--- src/rtl/blake2_bus_pkg.sv ---
// Shared constants, FSM encoding and control-word helper for the host end
// of the parallel hashing bus.
package blake2_bus_pkg;

  localparam int CTRL_VALID = 0;
  localparam int CTRL_START = 1;
  localparam int CTRL_LAST  = 2;

  localparam int HASH_CTRL_READY = 0;
  localparam int HASH_CTRL_V     = 1;

  localparam int BLAKE2S_HASH_BYTES = 32;

  typedef enum logic [2:0] {
    IDLE      = 3'd0,
    SEND      = 3'd1,
    GAP       = 3'd2,
    ARM       = 3'd3,
    WAIT_HASH = 3'd4
  } state_t;

  function automatic logic [2:0] make_ctrl(input logic start, input logic last);
    logic [2:0] c;
    c             = '0;
    c[CTRL_VALID] = 1'b1;
    c[CTRL_START] = start;
    c[CTRL_LAST]  = last;
    return c;
  endfunction

endpackage

--- src/rtl/blake2_bus_host_if.sv ---
// Local byte streams plus the Pmod bus pins of the host, bundled as one port.
interface blake2_bus_host_if;
  logic [7:0] msg_data_i;
  logic       msg_valid_i;
  logic       msg_last_i;
  logic       msg_ready_o;
  logic [7:0] data_o;
  logic [2:0] data_ctrl_o;
  logic       ready_i;
  logic       hash_v_i;
  logic [7:0] hash_i;
  logic [7:0] hash_byte_o;
  logic       hash_byte_v_o;
  logic       hash_done_o;
  logic       busy_o;
  logic       timeout_o;
  logic       proto_err_o;

  modport master (
    input  msg_data_i, msg_valid_i, msg_last_i, ready_i, hash_v_i, hash_i,
    output msg_ready_o, data_o, data_ctrl_o, hash_byte_o, hash_byte_v_o,
           hash_done_o, busy_o, timeout_o, proto_err_o
  );

  modport slave (
    output msg_data_i, msg_valid_i, msg_last_i, ready_i, hash_v_i, hash_i,
    input  msg_ready_o, data_o, data_ctrl_o, hash_byte_o, hash_byte_v_o,
           hash_done_o, busy_o, timeout_o, proto_err_o
  );
endinterface

--- src/rtl/blake2_bus_host_sync2.sv ---
// Width-W two-flop synchronizer, asynchronously cleared to zero.
module sync2 #(
  parameter int W = 1
) (
  input  logic         clk,
  input  logic         rst_async,
  input  logic [W-1:0] d,
  output logic [W-1:0] q
);
  logic [W-1:0] meta;

  always_ff @(posedge clk or posedge rst_async) begin
    if (rst_async) begin
      meta <= '0;
      q    <= '0;
    end else begin
      meta <= d;
      q    <= meta;
    end
  end
endmodule

--- src/rtl/blake2_bus_host.sv ---
// Host end of the BLAKE2 parallel bus: sends a message with stop-and-wait
// pacing, then collects the digest and re-emits it as a byte stream.
module blake2_bus_host
  import blake2_bus_pkg::*;
#(
  parameter int HASH_BYTES     = BLAKE2S_HASH_BYTES,
  parameter int GAP_CYCLES     = 8,
  parameter int TIMEOUT_CYCLES = 1048575
) (
  input logic              clk,
  input logic              rst_async,
  blake2_bus_host_if.master bus
);
  localparam int TO_W  = $clog2(TIMEOUT_CYCLES + 1);
  localparam int GAP_W = $clog2(GAP_CYCLES + 1);
  localparam int HC_W  = $clog2(HASH_BYTES + 1);
  localparam logic [TO_W-1:0]  TO_LAST  = TO_W'(TIMEOUT_CYCLES - 1);
  localparam logic [GAP_W-1:0] GAP_LOAD = GAP_W'(GAP_CYCLES - 1);
  localparam logic [HC_W-1:0]  HC_LAST  = HC_W'(HASH_BYTES - 1);

  state_t state, state_nxt;

  logic       ready_s, hash_v_s;
  logic [7:0] hash_s;

  sync2 #(.W(10)) u_sync (
    .clk      (clk),
    .rst_async(rst_async),
    .d        ({bus.ready_i, bus.hash_v_i, bus.hash_i}),
    .q        ({ready_s, hash_v_s, hash_s})
  );

  logic [GAP_W-1:0] gap_cnt;
  logic [TO_W-1:0]  to_cnt;
  logic [HC_W-1:0]  hash_cnt;
  logic [7:0]       data_q;
  logic [2:0]       ctrl_q;
  logic             last_sent;
  logic [7:0]       hbyte_q;
  logic             hbyte_v_q, done_q, timeout_q, perr_q;

  logic gap_expired, msg_ready, accept, gap_end;
  logic hash_take, hash_final, to_fire;

  // The bus stays idle for GAP_CYCLES cycles after each pulse: GAP covers all
  // but the last one, which is the ARM cycle where the next byte is taken.
  assign gap_expired = (gap_cnt == '0);
  assign gap_end     = (gap_cnt <= GAP_W'(1));
  assign msg_ready   = ((state == IDLE) || (state == ARM)) && ready_s && gap_expired;
  assign accept      = msg_ready && bus.msg_valid_i;
  assign hash_take   = (state == WAIT_HASH) && hash_v_s;
  assign hash_final  = hash_take && (hash_cnt == HC_LAST);
  assign to_fire     = (to_cnt == TO_LAST) &&
                       (((state == ARM) && !ready_s) ||
                        ((state == WAIT_HASH) && !hash_v_s));

  always_ff @(posedge clk or posedge rst_async) begin
    if (rst_async) state <= IDLE;
    else           state <= state_nxt;
  end

  always_comb begin
    state_nxt = state;
    case (state)
      IDLE:      if (accept) state_nxt = SEND;
      SEND:      state_nxt = GAP;
      GAP:       if (gap_end) state_nxt = last_sent ? WAIT_HASH : ARM;
      ARM: begin
        if (accept)       state_nxt = SEND;
        else if (to_fire) state_nxt = IDLE;
      end
      WAIT_HASH: if (hash_final || to_fire) state_nxt = IDLE;
      default:   state_nxt = IDLE;
    endcase
  end

  always_ff @(posedge clk or posedge rst_async) begin
    if (rst_async) begin
      gap_cnt   <= '0;
      to_cnt    <= '0;
      hash_cnt  <= '0;
      data_q    <= '0;
      ctrl_q    <= '0;
      last_sent <= 1'b0;
      hbyte_q   <= '0;
      hbyte_v_q <= 1'b0;
      done_q    <= 1'b0;
      timeout_q <= 1'b0;
      perr_q    <= 1'b0;
    end else begin
      hbyte_v_q <= 1'b0;
      done_q    <= 1'b0;
      case (state)
        SEND: begin
          ctrl_q  <= '0;
          gap_cnt <= GAP_LOAD;
        end
        GAP: begin
          gap_cnt <= gap_end ? '0 : gap_cnt - GAP_W'(1);
          if (gap_end) begin
            to_cnt   <= '0;
            hash_cnt <= '0;
          end
        end
        ARM: if (!ready_s) to_cnt <= to_cnt + TO_W'(1);
        WAIT_HASH: begin
          if (hash_take) begin
            hbyte_q   <= hash_s;
            hbyte_v_q <= 1'b1;
            done_q    <= hash_final;
            hash_cnt  <= hash_cnt + HC_W'(1);
            to_cnt    <= '0;
          end else begin
            to_cnt <= to_cnt + TO_W'(1);
          end
        end
        default: ;
      endcase
      if (accept) begin
        data_q    <= bus.msg_data_i;
        ctrl_q    <= make_ctrl(state == IDLE, bus.msg_last_i);
        last_sent <= bus.msg_last_i;
      end
      if (accept && (state == IDLE)) begin
        timeout_q <= 1'b0;
        perr_q    <= 1'b0;
      end
      if (to_fire) timeout_q <= 1'b1;
      // A digest byte outside WAIT_HASH is dropped but flagged.
      if (hash_v_s && (state != WAIT_HASH)) perr_q <= 1'b1;
    end
  end

  assign bus.msg_ready_o   = msg_ready;
  assign bus.data_o        = data_q;
  assign bus.data_ctrl_o   = ctrl_q;
  assign bus.hash_byte_o   = hbyte_q;
  assign bus.hash_byte_v_o = hbyte_v_q;
  assign bus.hash_done_o   = done_q;
  assign bus.busy_o        = (state != IDLE);
  assign bus.timeout_o     = timeout_q;
  assign bus.proto_err_o   = perr_q;

endmodule
--- src/flat_wrapper.sv ---
// flat-port wrapper written by rule: the top's interface ports become plain ports
module blake2_bus_host_flat import blake2_bus_pkg::*;
#(
  parameter int HASH_BYTES     = BLAKE2S_HASH_BYTES,
  parameter int GAP_CYCLES     = 8,
  parameter int TIMEOUT_CYCLES = 1048575
)
  (clk, rst_async, bus_msg_data_i, bus_msg_valid_i, bus_msg_last_i, bus_ready_i, bus_hash_v_i, bus_hash_i, bus_msg_ready_o, bus_data_o, bus_data_ctrl_o, bus_hash_byte_o, bus_hash_byte_v_o, bus_hash_done_o, bus_busy_o, bus_timeout_o, bus_proto_err_o);
  blake2_bus_host_if bus_i ();
  input logic clk;
  input logic rst_async;
  input wire logic [$bits(bus_i.msg_data_i)-1:0] bus_msg_data_i;
  input wire logic [$bits(bus_i.msg_valid_i)-1:0] bus_msg_valid_i;
  input wire logic [$bits(bus_i.msg_last_i)-1:0] bus_msg_last_i;
  input wire logic [$bits(bus_i.ready_i)-1:0] bus_ready_i;
  input wire logic [$bits(bus_i.hash_v_i)-1:0] bus_hash_v_i;
  input wire logic [$bits(bus_i.hash_i)-1:0] bus_hash_i;
  output wire logic [$bits(bus_i.msg_ready_o)-1:0] bus_msg_ready_o;
  output wire logic [$bits(bus_i.data_o)-1:0] bus_data_o;
  output wire logic [$bits(bus_i.data_ctrl_o)-1:0] bus_data_ctrl_o;
  output wire logic [$bits(bus_i.hash_byte_o)-1:0] bus_hash_byte_o;
  output wire logic [$bits(bus_i.hash_byte_v_o)-1:0] bus_hash_byte_v_o;
  output wire logic [$bits(bus_i.hash_done_o)-1:0] bus_hash_done_o;
  output wire logic [$bits(bus_i.busy_o)-1:0] bus_busy_o;
  output wire logic [$bits(bus_i.timeout_o)-1:0] bus_timeout_o;
  output wire logic [$bits(bus_i.proto_err_o)-1:0] bus_proto_err_o;
  assign bus_i.msg_data_i = bus_msg_data_i;
  assign bus_i.msg_valid_i = bus_msg_valid_i;
  assign bus_i.msg_last_i = bus_msg_last_i;
  assign bus_i.ready_i = bus_ready_i;
  assign bus_i.hash_v_i = bus_hash_v_i;
  assign bus_i.hash_i = bus_hash_i;
  assign bus_msg_ready_o = bus_i.msg_ready_o;
  assign bus_data_o = bus_i.data_o;
  assign bus_data_ctrl_o = bus_i.data_ctrl_o;
  assign bus_hash_byte_o = bus_i.hash_byte_o;
  assign bus_hash_byte_v_o = bus_i.hash_byte_v_o;
  assign bus_hash_done_o = bus_i.hash_done_o;
  assign bus_busy_o = bus_i.busy_o;
  assign bus_timeout_o = bus_i.timeout_o;
  assign bus_proto_err_o = bus_i.proto_err_o;
  blake2_bus_host #(.HASH_BYTES(HASH_BYTES), .GAP_CYCLES(GAP_CYCLES), .TIMEOUT_CYCLES(TIMEOUT_CYCLES)) u_core (.clk(clk), .rst_async(rst_async), .bus(bus_i));
endmodule
--- config.mk ---
export PLATFORM = sky130hd
export DESIGN_NAME = blake2_bus_host_flat
export DESIGN_NICKNAME = d
export VERILOG_FILES = /design/src/rtl/blake2_bus_pkg.sv /design/src/rtl/blake2_bus_host_if.sv /design/src/rtl/blake2_bus_host_sync2.sv /design/src/rtl/blake2_bus_host.sv /design/src/flat_wrapper.sv
export SDC_FILE = /design/constraint.sdc
export NUM_CORES = 1
export LEC_CHECK = 0
export BUFFER_PORTS_ARGS = -buffer_cell sky130_fd_sc_hd__buf_2
export CAP_MARGIN = 10
export CELL_PAD_IN_SITES_DETAIL_PLACEMENT = 1
export CELL_PAD_IN_SITES_GLOBAL_PLACEMENT = 2
export CORE_AREA = 5 5 96 107
export DETAILED_ROUTE_END_ITERATION = 8
export DIE_AREA = 0 0 101 112
export PLACE_DENSITY = 0.9
export SKIP_LAST_GASP = 1
export SLEW_MARGIN = 10
export SYNTH_ARGS = -nofsm -noshare
export SYNTH_HDL_FRONTEND = slang
export SYNTH_SLANG_ARGS = --single-unit
--- constraint.sdc ---
create_clock -name clk -period 7.1 [get_ports clk]
set_input_delay 1.42 -clock clk [delete_from_list [all_inputs] [get_ports clk]]
set_output_delay 1.42 -clock clk [all_outputs]
set_load 0.01 [all_outputs]
# Yosys cells after proc, flatten, opt, wreduce, memory -nomap -nowiden
# Index checks and enable logic that the tools add are counted.
# totals
out_inout_bits,25
inputBits,22
elab_cells,84
reg_bits,77
# op_classes
order_cmp,1
mux,25
eq_ne,13
n_reduce_logical,28
add_sub_neg,3
# ops
operator,count
20-bit 2-to-1 mux,3
20-bit case mux with 3 select lines,1
3-bit 2-to-1 mux,8
"20-bit by 1-bit adder with 20-bit output, second input constant",1
"20-bit equality test, second input constant",1
3-bit case mux with 5 select lines,1
6-bit 2-to-1 mux,2
6-bit case mux with 2 select lines,1
1-bit logical AND,10
2-bit nonzero test,5
4-bit case mux with 2 select lines,1
1-bit 2-to-1 mux,7
"6-bit by 1-bit adder with 6-bit output, second input constant",1
"3-bit by 2-bit equality test with 1-bit output, second input constant",2
"6-bit by 5-bit equality test with 1-bit output, second input constant",1
"2-bit by 1-bit inequality test with 1-bit output, second input constant",3
3-bit AND reduction,2
3-bit nonzero test,2
"4-bit by 1-bit <= comparator with 1-bit output, second input constant",1
4-bit logical NOT,1
4-bit 2-to-1 mux,1
"2-bit inequality test, second input constant",2
4-bit AND reduction,1
"4-bit by 1-bit subtractor with 4-bit output, second input constant",1
other kinds (8),11

# Logic depth before layout (Yosys ltp)
# logic_depth
depth_word,8
mapped_depth,8
mapped_depth_nobuf,7

# Cells and area by module
# Synthesis repeated with hierarchy kept, for this count alone.
# hier_totals
hier_cells,309
hier_area_um2,3330.7
# modules_own_cells
module,instances,seq_area_each_um2,cells_each,area_each_um2
blake2_bus_host,1,1426.4,288,2826.5
sync2,1,500.5,21,504.2

# Worst setup path before layout
# OpenSTA, ideal clock, no wires.
# synth_path
kind,register -> output
startpoint,register u_core.gap_cnt[0]
endpoint,output port bus_msg_ready_o
path_stages_with_launch,6
t_required_ns,5.680
path_slack_ns,4.517
t_arrival_ns,1.163
cell_sequence,dfrtp_1 inv_1 ha_1 nor4b_2 nand2_1 nor2_1
# synth_via
elab_chain_cells,2
# synth_lines
item,line_no,source
start: declaration,blake2_bus_host.sv:33,logic [GAP_W-1:0] gap_cnt;
start signal: assignment,blake2_bus_host.sv:99,gap_cnt <= gap_end ? '0 : gap_cnt - GAP_W'(1);
4-bit logical NOT,blake2_bus_host.sv:47,assign gap_expired = (gap_cnt == '0);
1-bit logical AND,blake2_bus_host.sv:49,assign msg_ready = ((state == IDLE) || (state == ARM)) && ready_s && gap_expired;
end: declaration,flat_wrapper.sv:18,output wire logic [$bits(bus_i.msg_ready_o)-1:0] bus_msg_ready_o;
# No other way between the ends.

# Worst setup path after layout
# Same ends and word-level chain as after synthesis.

==> run_results.csv <==
group,metric,value,unit
status,run_status,"completed",
floorplanning,ios,47,
cts,cts_buffers,9,
hold_path,hold_path.class,"register to register",
floorplanning,core_area,9120,um^2
floorplanning,dieArea,11300,um^2
placement,gp_congestion,0.826,
drt,wirelength,7.75,mm
synth,synth_fp_nets,362,
finish,antenna_cells,0,
finish,fin_util,0.443,
placement,dpl.hpwl,5.42,mm
drt,post_drt_wl_per_cell,15.5,um
synth,yosysWarnings,0,
cts,post_cts_resized,0,
worst_setup_path,reg2reg_slack,4.71,ns
finish,fin_nets,407,
floorplanning,fp-row-count,37,
sta,hold_viol_final,0,
placement,dp_slack,4.27,ns
drt,first_iter_violations,135,
sta,fmax,310,MHz
synth,async_reset_ff_frac,1.00,
synth,ys.flop_type,"dfrtp_1",
cts,clk_latency,0.36,ns
floorplanning,start_util,0.385,
sta,finClkSkew,0.00666,ns
synth,synth_area_leader_cell,"dfrtp_1",
synth,synthDistinctLibCells,54,
hold_path,hold_depth,0,
synth,ys_top_cells_by_count,"77 x dfrtp_1, 43 x nand2_1, 36 x nor2_1",
cts,cts_tree,"done",
sta,period_needed,3.22,ns
global_route,grt_pass1_vias,2819,
global_route,grt_max_degree,78,
synth,synth-edff-count,0,
cts,cts.reportedPaths.clkPinSlew,0.07,ns
sta,period_share,0.454,
drt,ant_nets,0,
cts,cts_hold_buf,0,
worst_setup_path,crit_type,"register to primary output",
worst_setup_path,max_stage_delay,0.42,ns
synth,synth-seq-cells,77,
cts,h-tree-depth,3,
worst_setup_path,critPathLaunchType,"register",
placement,numPortBuffers,46,
finish,drive_above_1_share,0.224,
synth,netlist_instances,335,
finish,area_delta_synth_final,15.3,%
sta,fin_ws,3.88,ns
worst_setup_path,cp.arrival,1.80,ns
synth,yosysTopAreaCellShare,0.549,
synth,ys_seq_area_frac,0.549,
drt,drc,0,
worst_setup_path,worst_setup_path_end_kind,"primary output",
cts,clock_sinks,77,
power_and_ir_drop,leakagePower,1.84,nW
worst_setup_path,r2r_start,"u_core.state[0]$_DFFE_PP0P_",
power_and_ir_drop,ir_worst_vdd,0.000112,V
drt,first_pass_iters,4,
sta,finalSetupViolCount,0,
worst_setup_path,cp_top_family,"simple AND/OR/NAND/NOR gates",
drt,num_vias,2621,
worst_setup_path,r2r-end,"u_core.to_cnt[6]$_DFFE_PP0P_",
worst_setup_path,required,5.68,ns
sta,slew_headroom,0.366,
worst_setup_path,path_cells,"inv_1, ha_1, nor4b_2, nand2_1, nor2_1, buf_2",
worst_setup_path,crit_path_max_fanout,4,
global_route,grt_use_total,0.152,
floorplanning,die_y,112,um
flow_run,cap_viol_max_count,0,
global_route,grt_first_pass_wirelength,13.7,mm
hold_path,hold_start,"u_core.u_sync.meta[4]$_DFF_PP0_",
global_route,overflow,0,
sta,maxSlewViolCount,0,
worst_setup_path,slowest_stage,"dfrtp_1",
worst_setup_path,crit_buf_inv,2,
sta,worstMarginPinSlew,0.951,ns
synth,yosysMostFrequentCell,"dfrtp_1",
synth,avgSynthCellArea,10.5,um^2
synth,synth_area_leaders,"dfrtp_1 55%, nand2_1 4.6%, nor2_1 3.9%",
worst_setup_path,r2r_cells,5,
global_route,antenna_found_initial,0,
synth,synth_area,3510,um^2
cts,post_cts_buffers,0,
floorplanning,die_w,101,um
hold_path,hold_path_end,"u_core.u_sync.q[4]$_DFF_PP0_",
cts,clockBufferDepth,2,
drt,viasPerCell,5.23,
sta,setup-tns-final,0,ns
cts,cts-root-buf,"clkbuf_8",
power_and_ir_drop,p_per_area,342,nW/um^2
sta,rsz0062_at_grt,"false",
==> state kept, by name (all words and copies together), names as in the netlist, 3 cells and up <==
register                cells
u_core.bus.data_o           8
u_core.hash_cnt             6
u_core.gap_cnt              4
u_core.to_cnt              20
u_core.bus.hash_byte_o      8
u_core.bus.data_ctrl_o      3
u_core.u_sync.q            10
u_core.u_sync.meta         10
u_core.state                3
==> final cells by class <==
class,count,area [um^2]
sequential,77,1930
multi-input combinational,233,1470
fill,1036,5080
timing repair buffer,47,238
clock buffer,11,141
tap,117,146
inverter,12,45.0
clock inverter,4,72.6
==> per-layer routing <==
layer / routed length [um] / track usage
met1: 3490 / 0.192
met2: 3860 / 0.247
met3: 248 / 0.0345
met4: 155 / 0.0638
met5: 0 / 0
==> worst max-delay path by stage <==
| stage | slack [ns] | start | depth (start not counted) | end |
|---|---|---|---|---|
| finish | 3.88 | u_core.gap_cnt[0]$_DFFE_PP0P_ | 6 | bus_msg_ready_o |
| global route | 3.75 | u_core.gap_cnt[0]$_DFFE_PP0P_ | 6 | bus_msg_ready_o |
| CTS | 3.86 | u_core.gap_cnt[0]$_DFFE_PP0P_ | 6 | bus_msg_ready_o |
| detailed placement | 4.27 | u_core.state[0]$_DFFE_PP0P_ | 3 | bus_busy_o |
| global placement | 4.31 | u_core.state[2]$_DFFE_PP0P_ | 4 | bus_msg_ready_o |
| floorplan | 3.71 | rst_async | 1 | u_core.bus.data_ctrl_o[0]$_DFFE_PP0P_ |
==> report_power, final <==
part           switching (mW)  internal [mW]
combinational           0.235          0.156
sequential              0.107          0.518
clock                   0.160          0.205
total                   0.502          0.879
==> worst register-to-register path: stages (launching register included) <==
cell and delay, ns:
dfrtp_1 0.96, nor2_4 0.13, a22oi_1 0.74, nor4_1 0.17
xnor2_1 0.20, nor2_1 0.05
==> through the flow <==
step	power, mW	std cells	hold slack, ns	cell area (um^2)
2_1_floorplan	0.892	335	0.331	3510
5_1_grt	1.48	501	0.357	4040
6_report	1.38	501	0.352	4040
3_3_place_gp	1.01	486	0.333	3830
3_5_place_dp	1.03	486	0.337	3830
4_1_cts	1.40	501	0.355	4040
==> cells in the final DEF, fill, tap and decap left out, types with 2 or more instances in the layout <==
cell,instances
nor4_1,6
or2_1,2
nand2b_1,2
and3_1,2
o22ai_1,2
nor4b_2,2
a21oi_1,14
mux2_2,9
nor4b_4,2
nor3_1,7
clkbuf_8,10
o21ai_0,13
o211ai_1,2
o21a_1,3
nor3b_1,2
a31oi_1,3
xor2_1,5
ha_1,5
buf_2,46
a22o_1,2
and2_1,2
nand4_1,12
inv_1,10
nand2_1,43
dfrtp_1,77
nand3_1,12
a32oi_1,2
xnor2_1,14
or3_1,6
or2_2,3
nor2_1,36
bufinv_16,2
==> logic make-up after synthesis <==
group                    after synthesis  synth area share
adder cells (fa/ha/maj)                5            0.0178
AO/OA/AOI/OAI                         52            0.0978
multiplexers                          10            0.0318
buffers and inverters                 25            0.0307
XOR/XNOR                              19            0.0474
AND/OR/NAND/NOR                      147             0.225
flip-flops                            77             0.549
Note: power is estimated with default switching activity, not from simulation.
